[config.mk]
export PLATFORM = sky130hd
export DESIGN_NAME = commit_lockstep_ctrl
export DESIGN_NICKNAME = d
export VERILOG_FILES = /design/src/rtl/commit_lockstep_ctrl.sv
export SDC_FILE = /design/constraint.sdc
export NUM_CORES = 1
export LEC_CHECK = 0
export BUFFER_PORTS_ARGS = -buffer_cell sky130_fd_sc_hd__buf_2
export CAP_MARGIN = 20
export CORE_UTILIZATION = 55
export DETAILED_ROUTE_END_ITERATION = 12
export GPL_TIMING_DRIVEN = 0
export PLACE_DENSITY_LB_ADDON = 0.2
export SLEW_MARGIN = 20
export SYNTH_ARGS = -nofsm -noshare
export SYNTH_HDL_FRONTEND = slang
export SYNTH_SLANG_ARGS = --single-unit
[constraint.sdc]
create_clock -name clk -period 6.3 [get_ports clk]
set_input_delay 0.63 -clock clk [delete_from_list [all_inputs] [get_ports clk]]
set_output_delay 0.63 -clock clk [all_outputs]
set_load 0.01 [all_outputs]
[src/rtl/commit_lockstep_ctrl.sv]
// Lockstep commit scheduler for the two-copy harness: per-copy observation
// queues, in-order head comparison, clock-stall control and the drain/done sequence.

module commit_lockstep_q #(
  parameter int OBS_W = 64,
  parameter int DEPTH = 4,
  parameter int OW    = 3
) (
  input  logic             clk,
  input  logic             rst,
  input  logic             push,
  input  logic             pop,
  input  logic [OBS_W-1:0] din,
  output logic [OBS_W-1:0] head,
  output logic [OW-1:0]    occ,
  output logic [OW-1:0]    occ_nxt
);
  localparam int PW = $clog2(DEPTH);

  logic [DEPTH-1:0][OBS_W-1:0] mem;
  logic [PW-1:0]               wr_ptr, rd_ptr;

  // Pointers wrap naturally (DEPTH is a power of two); fullness comes from occ.
  assign occ_nxt = occ + OW'(push) - OW'(pop);
  assign head    = mem[rd_ptr];

  always_ff @(posedge clk or posedge rst) begin
    if (rst) begin
      wr_ptr <= '0;
      rd_ptr <= '0;
      occ    <= '0;
    end else begin
      if (push) wr_ptr <= wr_ptr + PW'(1);
      if (pop)  rd_ptr <= rd_ptr + PW'(1);
      occ <= occ_nxt;
    end
  end

  always_ff @(posedge clk) begin
    if (push) mem[wr_ptr] <= din;
  end
endmodule

module commit_lockstep_ctrl #(
  parameter int OBS_W     = 64,
  parameter int ADDR_W    = 40,
  parameter int DEPTH     = 4,
  parameter int DRAIN_MAX = 64,
  localparam int OW       = $clog2(DEPTH + 1)
) (
  input  logic              clk,
  input  logic              rst,
  input  logic              commit_1,
  input  logic              commit_2,
  input  logic [OBS_W-1:0]  obs_1,
  input  logic [OBS_W-1:0]  obs_2,
  input  logic              addr_vld,
  input  logic [ADDR_W-1:0] addr_1,
  input  logic [ADDR_W-1:0] addr_2,
  input  logic              rob_empty_1,
  input  logic              rob_empty_2,
  output logic              stall_1,
  output logic              stall_2,
  output logic [1:0]        state,
  output logic              deviation,
  output logic              invalid_program,
  output logic              finish,
  output logic              leak,
  output logic [OW-1:0]     occ_1,
  output logic [OW-1:0]     occ_2
);
  localparam int CW = $clog2(DRAIN_MAX);

  typedef enum logic [1:0] {RUN = 2'd0, DRAIN = 2'd1, DONE = 2'd2} state_t;

  state_t                  state_q, state_d;
  logic [CW-1:0]           cnt_q, cnt_d;
  logic                    dev_d, inv_d, fin_d, leak_d;
  logic [1:0]              stall_q, stall_d, push, commit;
  logic                    pop, mismatch, timing_dev, addr_dev;
  logic                    exit_a, exit_b, exit_c;
  logic [1:0][OBS_W-1:0]   obs, head;
  logic [1:0][OW-1:0]      occ, occ_nxt;
  logic [OW-1:0]           occ_diff;

  assign commit = {commit_2, commit_1};
  assign obs    = {obs_2, obs_1};
  assign push   = commit & ~stall_q;
  assign pop    = (occ[0] != '0) && (occ[1] != '0) && (state_q != DONE);

  for (genvar g = 0; g < 2; g++) begin : g_q
    commit_lockstep_q #(.OBS_W(OBS_W), .DEPTH(DEPTH), .OW(OW)) u_q (
      .clk     (clk),
      .rst     (rst),
      .push    (push[g]),
      .pop     (pop),
      .din     (obs[g]),
      .head    (head[g]),
      .occ     (occ[g]),
      .occ_nxt (occ_nxt[g])
    );
  end

  assign mismatch = pop && (head[0] != head[1]);
  assign occ_diff = (occ_nxt[0] > occ_nxt[1]) ? occ_nxt[0] - occ_nxt[1]
                                               : occ_nxt[1] - occ_nxt[0];
  // A one-entry skew is absorbed by the queues; only a wider gap counts.
  assign timing_dev = ~stall_q[0] & ~stall_q[1] & (commit_1 != commit_2) &
                      (occ_diff > OW'(1));
  assign addr_dev   = addr_vld & (addr_1 != addr_2);

  assign exit_a = rob_empty_1 & rob_empty_2 & (occ[0] == '0) & (occ[1] == '0);
  assign exit_b = ((occ[0] == '0) & rob_empty_2 & (occ[1] != '0)) |
                  ((occ[1] == '0) & rob_empty_1 & (occ[0] != '0));
  assign exit_c = (cnt_q == CW'(DRAIN_MAX - 1));

  always_comb begin
    state_d = state_q;
    cnt_d   = cnt_q;
    dev_d   = deviation;
    inv_d   = invalid_program | mismatch;
    fin_d   = finish;
    case (state_q)
      RUN: begin
        if (timing_dev | addr_dev) begin
          dev_d   = 1'b1;
          state_d = DRAIN;
          cnt_d   = '0;
        end
      end
      DRAIN: begin
        cnt_d = cnt_q + CW'(1);
        if (exit_a | exit_b | exit_c) begin
          state_d = DONE;
          fin_d   = 1'b1;
        end
        // Uneven commit counts mean the two programs did not run alike.
        if (exit_b) inv_d = 1'b1;
      end
      DONE:    fin_d   = 1'b1;
      default: state_d = RUN;
    endcase
    for (int i = 0; i < 2; i++)
      stall_d[i] = (occ_nxt[i] == OW'(DEPTH)) | (state_d == DONE);
    leak_d = fin_d & dev_d & ~inv_d;
  end

  always_ff @(posedge clk or posedge rst) begin
    if (rst) begin
      state_q         <= RUN;
      cnt_q           <= '0;
      stall_q         <= '0;
      deviation       <= 1'b0;
      invalid_program <= 1'b0;
      finish          <= 1'b0;
      leak            <= 1'b0;
    end else begin
      state_q         <= state_d;
      cnt_q           <= cnt_d;
      stall_q         <= stall_d;
      deviation       <= dev_d;
      invalid_program <= inv_d;
      finish          <= fin_d;
      leak            <= leak_d;
    end
  end

  assign state   = state_q;
  assign stall_1 = stall_q[0];
  assign stall_2 = stall_q[1];
  assign occ_1   = occ[0];
  assign occ_2   = occ[1];
endmodule

==> flow_summary.toml, run 1 <==
[finish]
syn2layout_area_growth_pct = 17.4
final_layout_size_suffix_gt1_frac = 0.354
utilization = 0.660
final_cells = 1832
nets = 1509

[floorplan]
initial_core_util = 0.562
io_pins = 229
die_w_um = 199
row_count = 71
die_y_um = 199
design.core.area_um2 = 37800
design.die.area_um2 = 39500

[worst_setup_path]
worst-path-stages = 18
cp_cell_sequence = "nor3_1, or3_1, clkbuf_1, xnor2_1, ha_1, inv_1, fa_1, xnor2_1, xnor2_1, inv_1, ha_1, nand3_1, o21ai_0, o211a_1, or3_1, a21bo_2, o21ai_1, mux2_2"
cpMostUsedCell = "xnor2_1"
crit_slowest_cell = "nor3_1"
reg2reg_depth = 18
cp.required_ns = 6.76
crit_buf_inv = 3
cp-end-kind = "flop"
critPathTopFamily = "simple AND/OR/NAND/NOR gates"
slowest_delay_ns = 0.49
crit_path_start_kind = "flop"
r2r-start = "g_q[1].u_q.occ[0]"
worstPathArrival_ns = 5.32
path_class = "flop to flop"
crit_fanout = 6
cp-startpoint = "g_q[1].u_q.occ[0]"

[global_routing]
grt_pass1_vias = 10700
grt_max_degree = 41
grt_usage = 0.232
antenna_found_initial = 13
grt_pass1_wl_um = 64700
grt_overflow_total = 0

[sta]
setup_violations = 0
fin_crit_sh = 0.772
fmax_ghz = 0.206
fin_skew_ns = 0.0231
post-route-min-period_ns = 4.86
worst_slack_ns = 1.44
tightest_slew_ns = 0.966
finalHoldViolations = 0
slew_headroom = 0.356
slew_violations = 0
fin_setup_tns_ns = 0
rsz0062_at_grt = "false"

[pwr]
ir_drop_v = 0.000307
power.density_nw_per_um2 = 473
p_leak_nw = 8.68

[detailed_routing]
drtIter0Drc = 747
drt_pass1_iterations = 7
viasPerCell = 5.66
vias = 10400
finalWirelength_um = 44100
postRouteAntennaNets = 0
wire_per_inst_um = 24.1
drc = 0

[clock_network]
post_cts_buffers = 0
clock_sinks = 540
cts_tree = "yes"
cts_root_buf = "clkbuf_16"
clockBufferDepth = 3
h-tree-depth = 2
cts_resized = 0
clkTransAtPathRegs_ns = 0.06
insertion_delay_ns = 0.60
cts_hold_buf = 0
cts_made_buffers = 52

[synth]
synth.ff_latch_count = 540
yosys_warnings = 0
syn_inst = 979
yosysSeqAreaShare = 0.755
synth_cell_type_count = 44
syn-num-nets = 1218
netlist_area_um2 = 21300
synth_area_per_cell_um2 = 21.7

[placed_design]
dp_slack_ns = 1.45
dp_hpwl_um = 29100
io_buffers = 228
place_inst = 1727
place.gp.congestion = 0.800

[flow_run]
cap_viol_max_count = 0

[min_path]
hp-class = "input port to asynchronous set/reset pin"

[outcome]
status = "complete, no violations"
-- cell type report --
| class | count | area, um2 |
|---|---|---|
| antenna | 8 | 20.0 |
| fill | 2537 | 12900 |
| tap | 511 | 639 |
| buffer | 32 | 183 |
| multi-input combinational | 384 | 4960 |
| clock buffer | 66 | 1400 |
| inverter | 23 | 86.3 |
| timing repair buffer | 237 | 1340 |
| clock inverter | 31 | 279 |
| sequential | 540 | 16100 |
-- report_power, final --
part           internal [mW]  total, mW  switching [mW]
combinational           1.71       3.95            2.24
clock                   1.77       3.04            1.27
sequential              4.65       4.83           0.180
total                   8.13       11.8            3.69
-- cell usage after synthesis --
cell type / count / area share
buf_2: 8 / 0.0019
o21ai_1: 2 / 0.00047
or2_2: 1 / 0.00029
nor3b_2: 1 / 0.00059
ha_1: 20 / 0.012
fa_1: 4 / 0.0038
o211ai_1: 1 / 0.00035
nor3_1: 4 / 0.00094
clkbuf_1: 8 / 0.0014
o21ai_0: 6 / 0.0014
inv_1: 23 / 0.0041
nand2_1: 12 / 0.0021
a21o_1: 1 / 0.00035
o31ai_1: 2 / 0.00071
nand2b_1: 2 / 0.00059
nand4_1: 12 / 0.0035
dfrtp_1: 28 / 0.033
xnor2_1: 19 / 0.0078
nor2b_1: 2 / 0.00059
a211oi_1: 1 / 0.00035
o32ai_1: 1 / 0.00041
buf_6: 6 / 0.0032
and3_1: 3 / 0.00088
xor2_1: 99 / 0.041
o311ai_0: 1 / 0.00041
o22ai_1: 1 / 0.00029
a21bo_2: 1 / 0.00047
o41ai_1: 1 / 0.00041
buf_4: 2 / 0.00071
or3_1: 4 / 0.0012
buf_1: 8 / 0.0014
and2_1: 8 / 0.0024
a41oi_1: 1 / 0.00041
o211a_1: 1 / 0.00047
nor2_1: 5 / 0.00088
mux2_2: 1 / 0.00053
nor4_1: 27 / 0.0079
mux4_2: 128 / 0.14
nand3b_1: 1 / 0.00035
edfxtp_1: 512 / 0.72
mux2i_1: 1 / 0.00047
a21oi_1: 3 / 0.00071
o221ai_1: 3 / 0.0012
nand3_1: 4 / 0.00094
-- placed cells by master, fill, tap and decap left out, types with 2 or more instances in the layout --
cell and count:
buf_1 8, fa_1 4, diode_2 8, xnor2_1 19
bufinv_16 5, clkinv_2 9, nand2_1 12, nand2b_1 2
nor4_1 27, buf_6 6, buf_4 2, buf_12 6
buf_16 3, and3_1 3, a21oi_1 3, o31ai_1 2
and2_4 8, o21ai_0 6, or3_1 4, dfrtp_1 28
clkbuf_16 54, mux4_2 128, clkbuf_1 20, o221ai_1 3
nor2_1 5, nor3_1 4, xor2_1 99, clkinv_1 14
o21ai_1 2, clkinvlp_4 2, nand3_1 4, edfxtp_1 512
buf_2 236, inv_1 22, nand4_1 12, ha_1 20
nor2b_1 2
-- sequential cells by signal, summed over array words and instances, names as in the netlist --
name             count
invalid_program      1
g_q.u_q.rd_ptr       4
leak                 1
cnt_q                6
deviation            1
g_q.u_q.mem        512
g_q.u_q.wr_ptr       4
g_q.u_q.occ          6
state                2
finish               1
stall_q              2
-- layer usage --
| metal | vias up | share of wire | GRT usage |
|---|---|---|---|
| met3 | 84 | 0.066 | 0.0522 |
| met1 | 5357 | 0.40 | 0.306 |
| met4 | 12 | 0.028 | 0.0852 |
| met2 | 316 | 0.50 | 0.383 |
| li1 | 4607 | - | - |
| met5 | - | 0.0022 | 0 |
-- worst register-to-register path: cells and delay by family, from the launching register on --
kind	cells	cell delay (ns)
and+or+nand+nor	4	1.15
adders and majority gates	3	0.90
AOI/OAI and AO/OA	4	0.86
xor gates and xnor gates	3	0.51
buffers and inverters	3	0.49
DFF	1	0.43
muxes	1	0.39
-- worst paths after layout --
check	to	slack [ns]
max in group asynchronous	g_q[0].u_q.occ[1]	5.71
worst min register to register	deviation	0.50
worst max-delay path	cnt_q[0]	1.44
min in group clk	g_q[1].u_q.mem[6]	0.25
worst min-delay path	cnt_q[2]	0.14
worst max register to register	cnt_q[0]	1.44
-- through the flow --
stage	power [mW]	hold slack, ns	instance area (um2)
2_1_floorplan	7.64	0.509	21300
4_1_cts	11.9	0.168	25000
3_3_place_gp	8.80	0.485	23100
3_5_place_dp	8.91	0.486	23300
6_report	11.8	0.144	25000
5_1_grt	12.4	0.193	25000
-- cells by family (layout without fill, tap and decap cells) --
logic type / Yosys count / count (layout) / share of synthesized area
multiplexers: 130 / 130 / 0.136
buffers and inverters: 55 / 389 / 0.0126
adder cells (fa/ha/maj): 24 / 24 / 0.0155
XOR/XNOR: 118 / 118 / 0.0486
flip-flops: 540 / 540 / 0.755
other: 0 / 8 / 0
AND/OR/NAND/NOR: 86 / 86 / 0.0232
AO/OA/AOI/OAI: 26 / 26 / 0.00847
Note: power is estimated with default switching activity, not from simulation.
==> inputs of run 2 (changes only) <==
--- a/config.mk
+++ b/config.mk
@@ -7,7 +7,7 @@
 export LEC_CHECK = 0
 export BUFFER_PORTS_ARGS = -buffer_cell sky130_fd_sc_hd__buf_2
 export CAP_MARGIN = 20
-export CORE_UTILIZATION = 55
+export CORE_UTILIZATION = 53
 export DETAILED_ROUTE_END_ITERATION = 12
 export GPL_TIMING_DRIVEN = 0
 export PLACE_DENSITY_LB_ADDON = 0.2
==> constraint.sdc (replaced) <==
create_clock -name clk -period 4.4 [get_ports clk]
set_input_delay 0.44 -clock clk [delete_from_list [all_inputs] [get_ports clk]]
set_output_delay 0.44 -clock clk [all_outputs]
set_load 0.01 [all_outputs]
==> flow_summary.toml, run 2 (synthesized netlist as in run 1, its figures left out) <==
[floorplan]
io_pins = 229
row_count = 73
initial_core_util = 0.537
die_w_um = 202
design.die.area_um2 = 41000
die_y_um = 202
design.core.area_um2 = 39600

[detailed_routing]
finalWirelength_um = 44300
drt_pass1_iterations = 5
viasPerCell = 5.64
drtIter0Drc = 705
wire_per_inst_um = 24.0
postRouteAntennaNets = 0
drc = 0
vias = 10400

[finish]
fill_cells = 2765
regMostFlops = "g_q.u_q.mem"
largest_reg_flops = 512
nets = 1512
syn2layout_area_growth_pct = 18.3
reg_top3 = "g_q.u_q.mem x512, cnt_q x6, g_q.u_q.occ x6"
layout_commonest_cell = "edfxtp_1"
mostFrequentLayoutCells = "edfxtp_1 (512), buf_2 (236), mux4_2 (128), xor2_1 (99), clkbuf_16 (55)"
final_layout_size_suffix_gt1_frac = 0.366
final_cells = 1846

[sta]
slew_headroom = 0.405
setup_violations = 0
tightest_slew_ns = 0.893
whs_ns = 0.0561
post-route-min-period_ns = 4.20
fmax_ghz = 0.238
fin_crit_sh = 0.955
slew_violations = 0
finalHoldViolations = 0
fin_skew_ns = 0.0157

[pwr]
p_leak_nw = 8.76
power.density_nw_per_um2 = 689
finalPower_mw = 17.3
ir_drop_v = 0.000361

[clock_network]
h-tree-depth = 2
clockBufferDepth = 3
clkTransAtPathRegs_ns = 0.06
cts_made_buffers = 53
insertion_delay_ns = 0.59
cts_root_buf = "clkbuf_16"
clock_sinks = 540
cts_tree = "yes"

[worst_setup_path]
cp-end-kind = "flop"
crit_fanout = 6
path_class = "flop to flop"
worstPathArrival_ns = 4.68
cp.required_ns = 4.88
crit_path_start_kind = "flop"

[global_routing]
grt_pass1_vias = 10700
grt_overflow_total = 0
grt_usage = 0.223
grt_pass1_wl_um = 65800
antenna_found_initial = 11
grt_max_degree = 44

[flow_run]
cap_viol_max_count = 0

[placed_design]
place.gp.congestion = 0.772
io_buffers = 228
place_inst = 1740
dp_hpwl_um = 28700

[min_path]
hp-class = "input port to flop"

[outcome]
status = "complete, no violations"
[run 2: changes by cell type in the layout (fill, tap and decap cells not counted), sizes merged, moves of 2 or more]
cell	delta
clkinv	-13
inv	+2
clkbuf	+8
clkinvlp	-2
bufinv	+2
[run 2: critical path, stage by stage (launching register included)]
cell and delay [ns]:
dfrtp_1 0.45, ha_2 0.24, or3_4 0.43, xnor2_2 0.15, ha_1 0.17, inv_1 0.06
fa_1 0.43, xnor2_2 0.18, xnor2_2 0.14, inv_1 0.11, ha_4 0.25, nand3_1 0.08
o21ai_0 0.12, o211a_1 0.23, or3_4 0.35, a21bo_2 0.24, o21ai_4 0.11, mux2_2 0.36
[run 2: area by class of cell]
type                       instances  area [um2]  area share
antenna                            8        20.0    0.000795
buffer                            31         185     0.00735
clock buffer                      75        1460      0.0580
clock inverter                    20         278      0.0110
inverter                          23        86.3     0.00343
multi-input combinational        384        5040       0.200
sequential                       540       16100       0.638
tap                              525         657      0.0261
timing repair buffer             240        1380      0.0548
[run 2: timing repair]
action                     4_1_cts  5_1_grt
hold buffers                     1        0
buffers inserted                 1        2
hold endpoints to repair        28        0
gates resized for setup          4       10
pin swaps                        1        1
setup endpoints to repair       10        7
[run 2: power by group]
part | switching, mW | internal [mW] | total (mW)
Sequential | 0.261 | 6.66 | 6.92
Clock | 1.84 | 2.72 | 4.55
Combinational | 3.28 | 2.59 | 5.88
Total | 5.38 | 12.0 | 17.3
[run 2: layer usage]
metal  track usage  vias to the layer above  wire, um
li1              -                     4606         -
met5             0                        -        76
met3        0.0501                       78      2800
met2         0.359                      257     22100
met4        0.0789                       12      1070
met1         0.301                     5458     18300
[run 2: metrics by stage]
step | setup TNS, ns | utilization | cell area, um2 | setup WS (ns)
6_report | 0 | 0.635 | 25200 | 0.198
4_1_cts | 0 | 0.633 | 25100 | 0.0356
5_1_grt | -0.00136 | 0.635 | 25200 | -0.00136
2_1_floorplan | 0 | - | 21300 | 0.0324
3_5_place_dp | -2.05 | 0.588 | 23300 | -0.490
3_3_place_gp | -1.66 | 0.582 | 23100 | -0.437
[run 2: worst paths after layout]
kind,startpoint,to,slack (ns),cells past startpoint
min in group asynchronous,rst,g_q[1].u_q.rd_ptr[0],0.51,3
worst min-delay path,obs_2[56],g_q[1].u_q.mem[184],0.06,1
worst max register to register,state[1],cnt_q[0],0.20,17
worst min register to register,deviation,deviation,0.49,1
worst max-delay path,state[1],cnt_q[0],0.20,17
max in group asynchronous,rst,g_q[1].u_q.wr_ptr[1],3.42,3
==> inputs of run 3 (changes only) <==
--- a/config.mk
+++ b/config.mk
@@ -7,7 +7,7 @@
 export LEC_CHECK = 0
 export BUFFER_PORTS_ARGS = -buffer_cell sky130_fd_sc_hd__buf_2
 export CAP_MARGIN = 20
-export CORE_UTILIZATION = 53
+export CORE_UTILIZATION = 55
 export DETAILED_ROUTE_END_ITERATION = 12
 export GPL_TIMING_DRIVEN = 0
 export PLACE_DENSITY_LB_ADDON = 0.2
==> constraint.sdc (replaced) <==
create_clock -name clk -period 5.2 [get_ports clk]
set_input_delay 0.52 -clock clk [delete_from_list [all_inputs] [get_ports clk]]
set_output_delay 0.52 -clock clk [all_outputs]
set_load 0.01 [all_outputs]
==> flow_summary.toml, run 3 (synthesized netlist as in run 1, its figures left out) <==
[outcome]
status = "complete, no violations"

[global_routing]
grt_overflow_total = 0
grt_usage = 0.232
grt_pass1_wl_um = 64700
grt_max_degree = 41
grt_pass1_vias = 10700
antenna_found_initial = 13

[placed_design]
dp_hpwl_um = 29100
dp_slack_ns = 0.351
io_buffers = 228
place.gp.congestion = 0.800

[worst_setup_path]
slowest_delay_ns = 0.43
cp.required_ns = 5.66
worst-path-stages = 19
cp_cell_sequence = "inv_1, ha_1, or3_1, clkbuf_1, xnor2_1, ha_1, inv_1, fa_1, xnor2_1, xnor2_1, inv_1, ha_1, nand3_1, o21ai_0, o211a_1, or3_1, a21bo_2, o21ai_2, mux2_2"
path_class = "flop to flop"
reg2reg_depth = 19
crit_buf_inv = 4
crit_slowest_cell = "dfrtp_1"
worstPathArrival_ns = 5.15
crit_fanout = 6
critPathTopFamily = "adder cells"
crit_path_start_kind = "flop"
r2r_setup_slack_ns = 0.51
cp-end-kind = "flop"
r2r-end = "cnt_q[0]"
r2r-start = "state[0]"

[floorplan]
io_pins = 229
die_y_um = 199
row_count = 71
initial_core_util = 0.562
design.core.area_um2 = 37800
design.die.area_um2 = 39500
die_w_um = 199

[clock_network]
clkTransAtPathRegs_ns = 0.06
clock_sinks = 540
cts_tree = "yes"
h-tree-depth = 2
cts_made_buffers = 52
cts_root_buf = "clkbuf_16"
post_cts_buffers = 0
insertion_delay_ns = 0.60
clockBufferDepth = 3

[detailed_routing]
viasPerCell = 5.67
drtIter0Drc = 744
drc = 0
vias = 10400
postRouteAntennaNets = 0
finalWirelength_um = 44200
wire_per_inst_um = 24.1
drt_pass1_iterations = 5

[sta]
post-route-min-period_ns = 4.69
fmax_ghz = 0.213
whs_ns = 0.0344
slew_violations = 0
rsz0062_at_grt = "false"
tightest_slew_ns = 0.949
fin_setup_tns_ns = 0
fin_skew_ns = 0.0233
finalHoldViolations = 0
setup_violations = 0
fin_crit_sh = 0.902
slew_headroom = 0.368
worst_slack_ns = 0.508

[min_path]
hp-class = "input port to asynchronous set/reset pin"

[pwr]
power.density_nw_per_um2 = 573
p_leak_nw = 8.68
ir_drop_v = 0.000371

[finish]
layout_commonest_cell = "edfxtp_1"
largest_reg_flops = 512
syn2layout_area_growth_pct = 17.4
regMostFlops = "g_q.u_q.mem"
nets = 1509
final_layout_size_suffix_gt1_frac = 0.356
reg_top3 = "g_q.u_q.mem x512, cnt_q x6, g_q.u_q.occ x6"
mostFrequentLayoutCells = "edfxtp_1 (512), buf_2 (236), mux4_2 (128), xor2_1 (99), clkbuf_16 (54)"

[flow_run]
cap_viol_max_count = 0
==> run 3: cell type report <==
| class | instances | area [um2] |
|---|---|---|
| Clock buffer | 66 | 1400 |
| Buffer | 32 | 183 |
| Inverter | 23 | 86.3 |
| Sequential cell | 540 | 16100 |
| Multi-Input combinational cell | 384 | 4970 |
| Tap cell | 511 | 639 |
| Timing Repair Buffer | 237 | 1340 |
| Clock inverter | 31 | 279 |
| Antenna cell | 8 | 20.0 |
| Fill cell | 2536 | 12900 |
==> run 3: metrics by stage <==
step	total power [mW]	instances	utilization	cell area (um2)
after floorplan	9.25	979	-	21300
after global placement	10.7	1718	0.610	23100
after detailed placement	10.8	1727	0.615	23300
after CTS	14.5	1824	0.660	25000
after global routing	15.0	1828	0.660	25000
final	14.3	1832	0.660	25000
==> run 3: worst register-to-register path, cell delays in order, from the launching register on <==
cell	delay (ns)
dfrtp_1	0.43
inv_1	0.11
ha_1	0.27
or3_1	0.38
clkbuf_1	0.23
xnor2_1	0.21
ha_1	0.16
inv_1	0.05
fa_1	0.40
xnor2_1	0.17
xnor2_1	0.16
inv_1	0.09
ha_1	0.34
nand3_1	0.10
o21ai_0	0.11
o211a_1	0.21
or3_1	0.38
a21bo_2	0.26
o21ai_2	0.14
mux2_2	0.37
==> run 3: power breakdown <==
group          switching (mW)  internal [mW]  total (mW)  leakage, nW
Sequential              0.219           5.63        5.85         5.02
Combinational            2.72           2.07        4.79         2.85
Clock                    1.54           2.14        3.69        0.815
Total                    4.48           9.85        14.3         8.68
==> run 3: how the worst max path moves through the flow <==
| stage | from | to |
|---|---|---|
| CTS | state[0] | cnt_q[0] |
| finish | state[0] | cnt_q[0] |
| global placement | state[0] | cnt_q[0] |
| global route | state[0] | cnt_q[0] |
| detailed placement | state[0] | cnt_q[0] |
| floorplan | state[0] | cnt_q[0] |
==> run 3: repair_timing <==
action                                  4_1_cts  5_1_grt
resized for setup                             0        2
hold buffers                                  0        0
endpoints found under the setup margin        0        1
hold endpoints to repair                      0        0
==> run 3: metal layers <==
| layer | up-vias | wire length [um] | global-route usage | part of all wire |
|---|---|---|---|---|
| met3 | 84 | 2880 | 0.0522 | 0.065 |
| met1 | 5366 | 17800 | 0.306 | 0.40 |
| met5 | - | 95 | 0 | 0.0022 |
| li1 | 4606 | - | - | - |
| met2 | 314 | 22200 | 0.383 | 0.50 |
| met4 | 12 | 1220 | 0.0852 | 0.028 |
